File: config.mk
export PLATFORM = sky130hd
export DESIGN_NAME = alu_mul_seq
export DESIGN_NICKNAME = d
export VERILOG_FILES = /design/src/rtl/alu_mul_seq.sv
export SDC_FILE = /design/constraint.sdc
export NUM_CORES = 1
export LEC_CHECK = 0
export BUFFER_PORTS_ARGS = -buffer_cell sky130_fd_sc_hd__buf_2
export CAP_MARGIN = 20
export CELL_PAD_IN_SITES_DETAIL_PLACEMENT = 0
export CELL_PAD_IN_SITES_GLOBAL_PLACEMENT = 1
export CORE_MARGIN = 2
export CORE_UTILIZATION = 29
export DETAILED_ROUTE_END_ITERATION = 8
export PLACE_DENSITY_LB_ADDON = 0.1
export SLEW_MARGIN = 25
export SYNTH_ARGS = -nofsm -noshare
export SYNTH_HDL_FRONTEND = slang
export SYNTH_SLANG_ARGS = --single-unit
File: constraint.sdc
create_clock -name clk -period 2 [get_ports clk]
set_input_delay 0.2 -clock clk [delete_from_list [all_inputs] [get_ports clk]]
set_output_delay 0.2 -clock clk [all_outputs]
set_load 0.005 [all_outputs]
File: src/rtl/alu_mul_seq.sv
// alu_mul_seq
//   Multi-cycle multiplier sequencer for the shared TECS-style ALU. It computes
//   a*b mod 2^WordSize with MSB-first shift-and-add. Doubling is done as acc+acc
//   and accumulation as acc+a, both through the external ALU.
//
//   state  | meaning
//   -------+----------------------------------------------------------
//   IDLE   | waiting for a request; ALU lines held at the neutral code
//   DOUBLE | acc <= acc + acc for bit cnt of the multiplier
//   ADD    | acc <= acc + a_reg because multiplier bit cnt is set
//   DONE   | product on result; waits for out_ready
//
// Ports
//   clk, reset          clock, synchronous active-high reset
//   in_valid/in_ready   request handshake carrying a (multiplicand), b (multiplier)
//   out_valid/out_ready result handshake carrying result, result_zr, result_ng
//   alu_x, alu_y        ALU operands driven by this block
//   alu_zx..alu_no      ALU control bits driven by this block
//   alu_out             ALU combinational result
`ifndef DefaultWordSize
`define DefaultWordSize 16
`endif

module alu_mul_seq #(
    parameter int WordSize = `DefaultWordSize,
    parameter int CntWidth = 4
) (
    input  logic                clk,
    input  logic                reset,
    input  logic                in_valid,
    output logic                in_ready,
    input  logic [WordSize-1:0] a,
    input  logic [WordSize-1:0] b,
    output logic                out_valid,
    input  logic                out_ready,
    output logic [WordSize-1:0] result,
    output logic                result_zr,
    output logic                result_ng,
    output logic [WordSize-1:0] alu_x,
    output logic [WordSize-1:0] alu_y,
    output logic                alu_zx,
    output logic                alu_nx,
    output logic                alu_zy,
    output logic                alu_ny,
    output logic                alu_f,
    output logic                alu_no,
    input  logic [WordSize-1:0] alu_out
);

    typedef enum logic [1:0] {
        S_IDLE   = 2'd0,
        S_DOUBLE = 2'd1,
        S_ADD    = 2'd2,
        S_DONE   = 2'd3
    } state_t;

    state_t                r_state;
    logic [WordSize-1:0]   r_acc;
    logic [WordSize-1:0]   r_a;
    logic [WordSize-1:0]   r_b;
    logic [CntWidth-1:0]   r_cnt;

    state_t                w_state_nxt;
    logic [WordSize-1:0]   w_acc_nxt;
    logic [WordSize-1:0]   w_a_nxt;
    logic [WordSize-1:0]   w_b_nxt;
    logic [CntWidth-1:0]   w_cnt_nxt;
    logic                  w_cnt_zero;

    assign w_cnt_zero = (r_cnt == '0);

    always_ff @(posedge clk) begin
        if (reset) begin
            r_state <= S_IDLE;
            r_acc   <= '0;
            r_a     <= '0;
            r_b     <= '0;
            r_cnt   <= '0;
        end else begin
            r_state <= w_state_nxt;
            r_acc   <= w_acc_nxt;
            r_a     <= w_a_nxt;
            r_b     <= w_b_nxt;
            r_cnt   <= w_cnt_nxt;
        end
    end

    always_comb begin
        w_state_nxt = r_state;
        w_acc_nxt   = r_acc;
        w_a_nxt     = r_a;
        w_b_nxt     = r_b;
        w_cnt_nxt   = r_cnt;
        case (r_state)
            S_IDLE: begin
                if (in_valid) begin
                    w_a_nxt     = a;
                    w_b_nxt     = b;
                    w_acc_nxt   = '0;
                    w_cnt_nxt   = CntWidth'(WordSize - 1);
                    w_state_nxt = S_DOUBLE;
                end
            end
            S_DOUBLE: begin
                w_acc_nxt = alu_out;
                // A set bit keeps cnt so ADD can finish the same bit position.
                if (r_b[r_cnt]) begin
                    w_state_nxt = S_ADD;
                end else if (w_cnt_zero) begin
                    w_state_nxt = S_DONE;
                end else begin
                    w_cnt_nxt = r_cnt - 1'b1;
                end
            end
            S_ADD: begin
                w_acc_nxt = alu_out;
                if (w_cnt_zero) begin
                    w_state_nxt = S_DONE;
                end else begin
                    w_cnt_nxt   = r_cnt - 1'b1;
                    w_state_nxt = S_DOUBLE;
                end
            end
            S_DONE: begin
                if (out_ready) begin
                    w_state_nxt = S_IDLE;
                end
            end
            default: begin
                w_state_nxt = S_IDLE;
            end
        endcase
    end

    // Everything below depends on registered state only.
    always_comb begin
        in_ready  = (r_state == S_IDLE);
        out_valid = (r_state == S_DONE);
        result    = r_acc;
        result_zr = ~|r_acc;
        result_ng = r_acc[WordSize-1];
        alu_x     = '0;
        alu_y     = '0;
        alu_zx    = 1'b0;
        alu_nx    = 1'b0;
        alu_zy    = 1'b0;
        alu_ny    = 1'b0;
        alu_f     = 1'b0;
        alu_no    = 1'b0;
        case (r_state)
            S_DOUBLE: begin
                alu_x = r_acc;
                alu_y = r_acc;
                alu_f = 1'b1;
            end
            S_ADD: begin
                alu_x = r_acc;
                alu_y = r_a;
                alu_f = 1'b1;
            end
            default: begin
            end
        endcase
    end

endmodule

# ---- After elaboration in Yosys (flattened, before gate mapping)
# Index checks and enable logic that the tools add are counted.
dict set report totals {
  register_bits 54
  in_bits 52
  out_inout_bits 58
}
dict set report op_classes {
  addsub 1
  n_lt_le_gt_ge 1
  eq_ne 7
  n_mux 17
  n_reduce_logical 11
}
# op count
set ops {}
lappend ops {{$pmux W16 S2} 2}
lappend ops {{$mux W16} 2}
lappend ops {{$reduce_or A16 Y1} 1}
lappend ops {{$mux W4} 3}
lappend ops {{$pmux W4 S3} 1}
lappend ops {{$mux W2} 5}
lappend ops {{$pmux W2 S4} 1}
lappend ops {{$reduce_and A3 Y1} 2}
lappend ops {{$lt A4 B5 Y1 const B} 1}
lappend ops {{$bmux W1 S4} 1}
lappend ops {{$eq A2 B2 Y1 const B} 2}
lappend ops {{$logic_not A4 Y1} 1}
lappend ops {{$ne A2 B2 Y1 const B} 2}
lappend ops {{$reduce_and A2 Y1} 2}
lappend ops {{$sub A4 B1 Y4 const B} 1}
lappend ops {{$ne A3 B3 Y1 const B} 1}
lappend ops {{$reduce_bool A3 Y1} 1}
lappend ops {{$eq A2 B1 Y1 const B} 1}
lappend ops {{$logic_not A2 Y1} 1}
lappend ops {{$mux W1} 2}
lappend ops {{$ne A2 B1 Y1 const B} 1}
lappend ops {{$reduce_bool A2 Y1} 1}
lappend ops {{$reduce_or A2 Y1} 1}
lappend ops {{$logic_not A1 Y1} 1}

# ---- Logic depth before layout (Yosys ltp)
# Gate-level depths: netlist of the first run.
dict set report logic_depth {
  ltp_word 4
  ltp_mapped 8
}

# ---- Worst setup path after synthesis of the first run
# No wires, ideal clock.
dict set report synth_timing {
  path_kind {reg2reg}
  from {register r_cnt[1]}
  to {register r_state[1]}
  setup_ps 67
  arrival_ps 1936
  path_slack_ps -3
  stages_incl_launch_ff 6
  period_less_slack_ps 2003
  cell_sequence {dfxtp_1 > mux4_1 > mux2_4 > or3_4 > a31o_1 > a21oi_2}
}
dict set report synth_between {
  elab_chain_len 4
  elab_cells_between_ends 8
  classes_between {eq/ne (1); mux (5); reduce/logical (2)}
}
# item line_no
set synth_rtl {}
lappend synth_rtl {{start: declaration} 61} ;# logic [CntWidth-1:0] r_cnt;
lappend synth_rtl {{start signal: assignment} 84} ;# r_cnt <= w_cnt_nxt;
lappend synth_rtl {{$bmux W1 S4} 107} ;# if (r_b[r_cnt]) begin
lappend synth_rtl {{$mux W1 (not written as such)} 107}
lappend synth_rtl {{$mux W2 or $ne A3 B3 Y1 (tied branches)} --}
lappend synth_rtl {{$pmux W2 S4 or $reduce_and A3 Y1 (tied branches)} --}
lappend synth_rtl {{end signal: assignment} 80} ;# r_state <= w_state_nxt;
lappend synth_rtl {{end: declaration} 57} ;# state_t r_state;
# Parallel ways exist; a longest one is shown, timed or not. The select of a mux whose other input is x is not followed.
# A chain may end at the register's enable or synchronous reset.

# ---- Worst setup path after layout of the first run
# Ends and elaborated chain as after synthesis.

==> results by group, run 1 <==
Clocking
  – Root Driver: clkbuf_8
  – Maximum buffer depth of the clock tree: 2
  – Clk slew on worst S/H paths: 0.10 ns
  – Latest clock arrival within the worst-skew pair: 0.31 ns
  – H-tree depth: 2
  – Hold Buf Count CTS: 0
  – CTS tree: done
  – Post-CTS Setup Repair Bufs: 0
  – TritonCTS Buffers: 5
  – CTS sink count: 54

Layout
  – Fillers: 984
  – Cell Count, Final, Fillers Out: 523
  – Util after Layout: 0.3839
  – Final instance area: 3332 um2
  – Layout cells sized above 1: 0.3325
  – N_diodes: 0
  – Area growth syn-to-layout: 29.02%
  – Final Net Count: 473

Critical path
  – Worst flop-to-flop path startpoint: r_cnt[1]
  – Type of origin of the critical path: register
  – Critical path origin: r_cnt[1]
  – Crit-path max FO: 3
  – Critical path class: reg -> reg
  – Critical Path End Type: register
  – Worst path required time: 2.25 ns
  – Critical path data arrival time: 2.16 ns

Timing
  – Min Tclk post-route: 1.909 ns
  – Worst Setup Slack, final: 0.09110 ns
  – Layout Skew: 0.004368 ns
  – Slew Limit Headroom: 0.6630
  – Setup TNS Final: 0 ns
  – Count of final max-slew check failures: 0
  – Hold WS: 0.1124 ns
  – Setup violators final: 0
  – Peak Freq: 523.9 MHz
  – Period utilisation layout: 0.9545
  – Unrepaired setup endpoints after global routing: no
  – Endpoints failing hold: 0
  – Worst Max-Slew Pin Slew: 0.5055 ns

Hold path
  – Worst Hold Launch: b[9]
  – Min-Delay Path Class: in -> reg

Synth
  – Commonest cells in the netlist: nand2_1 (72), dfxtp_1 (54), a21oi_1 (36)
  – Largest family of logic cells by synthesized area: simple AND/OR/NAND/NOR gates
  – Xor/xnor cell area share of the yosys netlist: 0
  – Simple-gate share of the synthesized area: 0.2166
  – Sequential share of the synthesized area: 0.4186
  – Synth Area in Adders: 0.03391
  – Mapped cell area: 2582 um2
  – Synth area leaders: dfxtp_1 (42%), nand2_1 (10%), a21oi_1 (7.0%), a22o_1 (5.4%), and2_1 (4.8%)
  – Most frequent cell after synthesis: nand2_1
  – EDFF count, synth: 0
  – Synth Area in Compound Gates: 0.2137
  – Area share of the largest cell type after synthesis: 0.4186
  – #FFs+latches synth: 54
  – Synth async-reset ratio: 0
  – Synth unique cells: 37
  – Mux cell area share after synthesis: 0.05426
  – Synth Instances: 315
  – Warnings from Yosys: 0
  – Area leader, netlist: dfxtp_1
  – Top_reg_cell synth: dfxtp_1
  – Mean Syn Cell Area: 8.198 um2

Routing
  – 1st-pass router iterations: 4
  – WL/cell: 14.29 um
  – Remaining DRCs: 0
  – Routed vias: 2496
  – ANT nets after route: 0
  – Final wirelength: 7.474 mm
  – Vias per std cell: 4.772
  – Iter 0 DRT Violations: 98

Placement
  – DP Cell Count: 515
  – Setup WS pre-CTS: -0.002669 ns
  – Port Buffers: 104
  – DP Area: 3232 um2
  – Placer congestion estimate: 0.7793
  – Final HPWL DP: 5.413 mm

Job
  – Max-cap viol count: 0

Pwr
  – Peak supply drop: 0.0003381 V
  – Overall Power: 3.847 mW
  – Lkg Pwr: 1.546 nW
  – Cell Pwr Density: 1155 nW/um2

Global routing
  – GRT Util Overall: 0.1551
  – Vias in the first global route: 2338
  – Largest net degree at the start of global routing: 33
  – GRT Residual Overflow: 0
  – Initial antenna violation count: 1
  – First-pass GRT wire length: 12.14 mm

Die
  – Die width: 98.37 um
  – Core Footprint: 8678 um2
  – Initial Util: 0.2976
  – Die height: 98.37 um
  – Die ar.: 9676 um2
  – Rows: 34
  – Io pins: 110

Run status
  – Outcome: complete, no violations
==> layout by cell type (no fill, tap or decap), types with 2 or more instances in the layout <==
cell type / synthesis / layout
a31oi_1: 2 / 2
a22o_1: 16 / 16
and2_1: 20 / 17
a211oi_1: 2 / 2
a21oi_1: 36 / 36
o21ai_0: 2 / 2
buf_2: 1 / 104
and2_4: 0 / 2
nand2_1: 72 / 72
dfxtp_1: 54 / 52
nor2_1: 18 / 18
buf_4: 6 / 12
mux2i_1: 5 / 5
clkbuf_8: 0 / 6
conb_1: 1 / 5
nor4_1: 4 / 4
inv_1: 7 / 7
ha_1: 7 / 6
nor3_1: 3 / 3
a22oi_1: 16 / 16
nor2b_1: 2 / 2
mux4_2: 1 / 3
nand2b_1: 2 / 2
==> logic make-up (layout without fill, tap and decap cells) <==
family | count (synthesis) | after routing
buffers and inverters | 36 | 132
flip-flops | 54 | 54
multiplexers | 9 | 9
adder cells (fa/ha/maj) | 7 | 7
AND/OR/NAND/NOR | 125 | 125
AO/OA/AOI/OAI | 83 | 83
other | 1 | 5
==> path summary, 6_finish.rpt <==
check             slack (ns)  cells past startpoint    endpoint
hold / removal          0.11                      3      r_b[9]
setup / recovery        0.09                      5  r_state[1]
setup reg to reg        0.09                      5  r_state[1]
hold reg to reg         0.46                      2      r_b[7]
==> worst max-delay path, cell delays in order, from the launching register on <==
cell and delay, ns:
dfxtp_4 0.38, mux4_2 0.51, mux2_4 0.29, or3_4 0.34, a31o_1 0.24, a21oi_2 0.10
==> registers in the layout, summed over array words and instances (netlist names) <==
name     flops
r_b         16
r_state      2
r_cnt        4
r_a         16
result      16
==> what timing repair did <==
item	in CTS	in global routing
endpoints found under the setup margin	17	30
gates resized for setup	7	3
pin swaps	0	3
==> power breakdown <==
part | internal (mW) | leakage (nW) | switching (mW) | total, mW
combinational | 0.742 | 1.06 | 0.933 | 1.68
clock | 0.279 | 0.0472 | 0.367 | 0.646
sequential | 1.30 | 0.444 | 0.224 | 1.53
total | 2.32 | 1.55 | 1.52 | 3.85
==> final cells by class <==
type | count | area (um2) | area share
flip-flops and latches | 54 | 1086 | 0.3259
multi-input cells | 229 | 1359 | 0.4078
well taps | 108 | 135.1 | 0.04056
clock buffers | 6 | 82.58 | 0.02478
clock inverters | 2 | 12.51 | 0.003755
repair buffers | 117 | 630.6 | 0.1893
inverters | 7 | 26.28 | 0.007886
==> per-layer routing <==
| layer | vias to the layer above | share of wire | GRT usage |
|---|---|---|---|
| li1 | 1271 | - | - |
| met5 | - | 0 | 0 |
| met1 | 1164 | 0.47 | 0.2134 |
| met3 | 6 | 0.054 | 0.03937 |
| met2 | 55 | 0.47 | 0.2444 |
| met4 | 0 | 0.010 | 0.03793 |
Power figures use the tool's default switching activity.
==> inputs of run 2 (changes only) <==
--- a/config.mk
+++ b/config.mk
@@ -10,7 +10,7 @@
 export CELL_PAD_IN_SITES_DETAIL_PLACEMENT = 0
 export CELL_PAD_IN_SITES_GLOBAL_PLACEMENT = 1
 export CORE_MARGIN = 2
-export CORE_UTILIZATION = 29
+export CORE_UTILIZATION = 36
 export DETAILED_ROUTE_END_ITERATION = 8
 export PLACE_DENSITY_LB_ADDON = 0.1
 export SLEW_MARGIN = 25
==> constraint.sdc (replaced) <==
create_clock -name clk -period 2.4 [get_ports clk]
set_input_delay 0.24 -clock clk [delete_from_list [all_inputs] [get_ports clk]]
set_output_delay 0.24 -clock clk [all_outputs]
set_load 0.02 [all_outputs]
==> results by group, run 2 (same netlist as run 1, synthesis figures left out) <==
Clocking
  – H-tree depth: 2
  – Clk slew on worst S/H paths: 0.10 ns
  – Latest clock arrival within the worst-skew pair: 0.31 ns
  – CTS sink count: 54
  – Hold Buf Count CTS: 0
  – Maximum buffer depth of the clock tree: 2
  – CTS tree: done
  – TritonCTS Buffers: 5
  – Root Driver: clkbuf_8

Routing
  – Routed vias: 2483
  – WL/cell: 14.28 um
  – Remaining DRCs: 0
  – Final wirelength: 7.213 mm
  – 1st-pass router iterations: 4
  – Iter 0 DRT Violations: 115
  – ANT nets after route: 0
  – Vias per std cell: 4.917

Critical path
  – Reg2reg path depth: 5
  – Flop2flop setup slack: 0.24 ns
  – Critical path destination: alu_y[14]
  – Cells along the critical path: inv_1, ha_1, and2_2, a22o_1, buf_2
  – Crit-path max FO: 16
  – Critical Path Max Stage Delay: 0.43 ns
  – Critical path origin: r_state[1]
  – Type of origin of the critical path: register
  – Worst flop-to-flop path startpoint: r_cnt[1]
  – Critical path class: reg -> out
  – Critical path data arrival time: 1.97 ns
  – Reg-to-Reg End: r_state[1]
  – Worst path required time: 2.16 ns
  – Critical Path End Type: primary output
  – Crit-path slowest cell: dfxtp_1

Die
  – Core Footprint: 6869 um2
  – Rows: 30
  – Initial Util: 0.3760
  – Die height: 88.70 um
  – Die width: 88.70 um
  – Die ar.: 7867 um2
  – Io pins: 110

Pwr
  – Lkg Pwr: 1.532 nW
  – Sw frac: 0.4221
  – Seq pwr share: 0.376
  – Comb power frac: 0.439
  – Sw power: 1.434 mW
  – Cell Pwr Density: 1035 nW/um2
  – Internal: 1.963 mW
  – Peak supply drop: 0.0004091 V
  – Clk pwr share: 0.185

Timing
  – Setup TNS Final: 0 ns
  – Setup violators final: 0
  – Min Tclk post-route: 2.208 ns
  – Period utilisation layout: 0.9199
  – Endpoints failing hold: 0
  – Count of final max-slew check failures: 0
  – Slew Limit Headroom: 0.5494
  – Peak Freq: 453.0 MHz
  – Worst Max-Slew Pin Slew: 0.6760 ns
  – Unrepaired setup endpoints after global routing: no
  – Layout Skew: 0.009285 ns
  – Worst Setup Slack, final: 0.1923 ns

Global routing
  – GRT Residual Overflow: 0
  – Vias in the first global route: 2192
  – GRT Util Overall: 0.1805
  – Largest net degree at the start of global routing: 26
  – Initial antenna violation count: 0
  – First-pass GRT wire length: 11.05 mm

Layout
  – Layout cells sized above 1: 0.3056
  – Commonest non-fill, non-tap cell in the layout: buf_2
  – N_diodes: 0
  – Final Net Count: 467
  – Commonest non-fill, non-tap cells in the layout: buf_2 (104), nand2_1 (72), dfxtp_1 (54)
  – Area growth syn-to-layout: 27.13%

Placement
  – Port Buffers: 104
  – Final HPWL DP: 5.278 mm
  – Setup WS pre-CTS: 0.2800 ns
  – Placer congestion estimate: 0.7398

Job
  – Max-cap viol count: 0

Hold path
  – Min-Delay Path Class: in -> reg

Run status
  – Outcome: complete, no violations
## run 2: worst max-delay path: cells and delay by family (launching register included)
family	cells	cell delay (ns)
AND/OR/NAND/NOR	1	0.37
flip-flops	1	0.43
buffers and inverters	2	0.30
adder cells (fa/ha/maj)	1	0.34
AO/OA/AOI/OAI	1	0.20
## run 2: per-layer routing
metal  vias up  share of wire  track usage  wire length, um
met1      1150           0.47       0.2419             3396
met5         -              0            0                0
met4         0          0.010      0.04545               72
met3         6          0.054      0.04104              391
met2        64           0.46       0.2944             3353
li1       1263              -            -                -
## run 2: metrics by stage
stage            util  hold WS [ns]  area (um2)  cells  total power, mW
2_1_floorplan       -        0.3760        2597    319            2.315
3_3_place_gp   0.4616        0.4417        3171    497            2.780
3_5_place_dp   0.4616        0.4447        3171    497            2.793
4_1_cts        0.4780        0.1454        3283    505            3.414
5_1_grt        0.4780        0.1413        3283    505            3.629
6_report       0.4780        0.1447        3283    505            3.396
## run 2: layout make-up
type	instances	area, um2
Fill cell	737	3586
Tap cell	96	120.1
Multi-Input combinational cell	229	1360
Timing Repair Buffer	111	585.6
Clock inverter	2	37.54
Clock buffer	6	72.57
Inverter	7	26.28
Sequential cell	54	1081
## run 2: power by group through the flow
stage,logic [mW],registers (mW),clock network [mW]
floorplan,1.03,1.29,0
global placement,1.49,1.29,0
detailed placement,1.50,1.30,0
CTS,1.50,1.28,0.634
global route,1.66,1.31,0.665
finish,1.49,1.28,0.627
## run 2: what timing repair did
item / CTS / global route
gates resized for setup: 2 / 0
setup endpoints to repair: 16 / 0
hold endpoints to repair: 0 / 0
setup buffers: 0 / 0
## run 2: how the worst min path moves through the flow
stage / start / to / slack [ns] / depth (start not counted)
global route: a[5] / r_a[5] / 0.14 / 3
global placement: r_b[6] / r_b[6] / 0.44 / 2
floorplan: b[0] / r_b[0] / 0.38 / 2
detailed placement: r_b[1] / r_b[1] / 0.44 / 2
CTS: b[13] / r_b[13] / 0.15 / 3
finish: b[13] / r_b[13] / 0.14 / 3
==> inputs of run 3 (changes only) <==
--- a/config.mk
+++ b/config.mk
@@ -12,7 +12,7 @@
 export CORE_MARGIN = 2
 export CORE_UTILIZATION = 36
 export DETAILED_ROUTE_END_ITERATION = 8
-export PLACE_DENSITY_LB_ADDON = 0.1
+export PLACE_DENSITY = 0.94
 export SLEW_MARGIN = 25
 export SYNTH_ARGS = -nofsm -noshare
 export SYNTH_HDL_FRONTEND = slang
==> results by group, run 3 (same netlist as run 1, synthesis figures left out) <==
Critical path
  – Reg2reg path depth: 5
  – Critical path data arrival time: 1.97 ns
  – Worst path required time: 2.16 ns
  – Crit-path max FO: 16
  – Critical Path Max Stage Delay: 0.44 ns
  – Critical Path End Type: primary output
  – CP Depth: 5
  – Type of origin of the critical path: register
  – Cells along the critical path: inv_1, ha_1, and2_4, a22o_1, buf_2
  – Crit path max-delay family: adder cells
  – Critical path class: reg -> out
  – Crit-path slowest cell: ha_1
  – CP bufs+invs: 2

Global routing
  – GRT Util Overall: 0.1795
  – Initial antenna violation count: 0
  – GRT Residual Overflow: 0
  – Vias in the first global route: 2363
  – First-pass GRT wire length: 11.10 mm
  – Largest net degree at the start of global routing: 34

Timing
  – Unrepaired setup endpoints after global routing: no
  – Min Tclk post-route: 2.212 ns
  – Setup violators final: 0
  – Setup TNS Final: 0 ns
  – Period utilisation layout: 0.9216
  – Layout Skew: 0.004261 ns
  – Worst Setup Slack, final: 0.1881 ns
  – Count of final max-slew check failures: 0
  – Endpoints failing hold: 0
  – Peak Freq: 452.1 MHz
  – Worst Max-Slew Pin Slew: 0.7360 ns
  – Slew Limit Headroom: 0.5093

Routing
  – Final wirelength: 7.266 mm
  – WL/cell: 14.50 um
  – Remaining DRCs: 0
  – Vias per std cell: 4.940
  – ANT nets after route: 0
  – Routed vias: 2475
  – 1st-pass router iterations: 4
  – Iter 0 DRT Violations: 96

Layout
  – Fillers: 688
  – Commonest non-fill, non-tap cell in the layout: buf_2
  – Layout cells sized above 1: 0.3062
  – N_diodes: 0
  – Cell Count, Final, Fillers Out: 501
  – Final Net Count: 464
  – Commonest non-fill, non-tap cells in the layout: buf_2 (104), nand2_1 (72), dfxtp_1 (54)
  – Area growth syn-to-layout: 26.16%

Clocking
  – Maximum buffer depth of the clock tree: 2
  – Root Driver: clkbuf_8
  – Post-CTS Setup Repair Bufs: 0
  – Hold Buf Count CTS: 0
  – Clk slew on worst S/H paths: 0.09 ns
  – Cts repair resizes: 2
  – TritonCTS Buffers: 5
  – CTS tree: done
  – H-tree depth: 2
  – CTS sink count: 54
  – Latest clock arrival within the worst-skew pair: 0.30 ns

Die
  – Io pins: 110
  – Rows: 30
  – Die height: 88.70 um
  – Initial Util: 0.3760
  – Die ar.: 7867 um2
  – Die width: 88.70 um
  – Core Footprint: 6869 um2

Pwr
  – Cell Pwr Density: 1033 nW/um2
  – Peak supply drop: 0.0004323 V
  – Lkg Pwr: 1.521 nW

Placement
  – Setup WS pre-CTS: 0.2396 ns
  – DP Cell Count: 494
  – Final HPWL DP: 5.301 mm
  – Placer congestion estimate: 0.8396
  – Port Buffers: 104

Hold path
  – Min-Delay Path Class: in -> reg
  – Hold depth: 3

Job
  – Max-cap viol count: 0

Run status
  – Outcome: complete, no violations
## run 3: changes by cell type in the layout (fill, tap and decap cells not counted)
cell	change
and2_4	+2
buf_4	-2
and2_1	-1
and2_2	-1
buf_12	-1
clkbuf_1	-1
clkbuf_8	+1
clkinvlp_4	-1
o21ai_1	-1
o21ai_2	+1
## run 3: cell type report
type | instances | area [um2] | share of cell area
Tap cell | 96 | 120.1 | 0.03687
Multi-Input combinational cell | 229 | 1368 | 0.4197
Sequential cell | 54 | 1081 | 0.3318
Timing Repair Buffer | 108 | 550.5 | 0.1690
Clock buffer | 6 | 82.58 | 0.02535
Clock inverter | 1 | 30.03 | 0.009217
Inverter | 7 | 26.28 | 0.008065
## run 3: path summary, 6_finish.rpt
path,slack (ns),from,end
worst max-delay path,0.19,r_state[1],alu_y[14]
worst min-delay path,0.16,b[13],r_b[13]
worst max register to register,0.22,r_cnt[1],r_state[1]
worst min register to register,0.46,r_b[7],r_b[7]
## run 3: metrics by stage
stage	cell area [um2]	utilization	hold WS [ns]	total power, mW
2_1_floorplan	2597	-	0.3760	2.315
3_3_place_gp	3136	0.4565	0.4408	2.687
3_5_place_dp	3141	0.4572	0.4466	2.748
4_1_cts	3256	0.4740	0.1584	3.370
5_1_grt	3258	0.4743	0.1666	3.584
6_report	3258	0.4743	0.1637	3.366
## run 3: worst reg2reg max path, cell delays in order (launching register included)
cell	delay [ns]
dfxtp_1	0.45
mux4_1	0.61
mux2_4	0.31
or3_4	0.41
a31o_1	0.22
a21oi_2	0.11
## run 3: per-layer routing
layer	up-vias	routed length (um)	GRT usage
met5	-	0	0
met4	0	95	0.04683
met3	7	285	0.03265
met2	53	3680	0.3189
met1	1162	3205	0.2232
li1	1253	-	-
## run 3: power breakdown
part           switching, mW  internal, mW  total [mW]
clock network          0.288         0.334       0.622
registers              0.202          1.08        1.28
logic                  0.926         0.538        1.46
total                   1.42          1.95        3.37
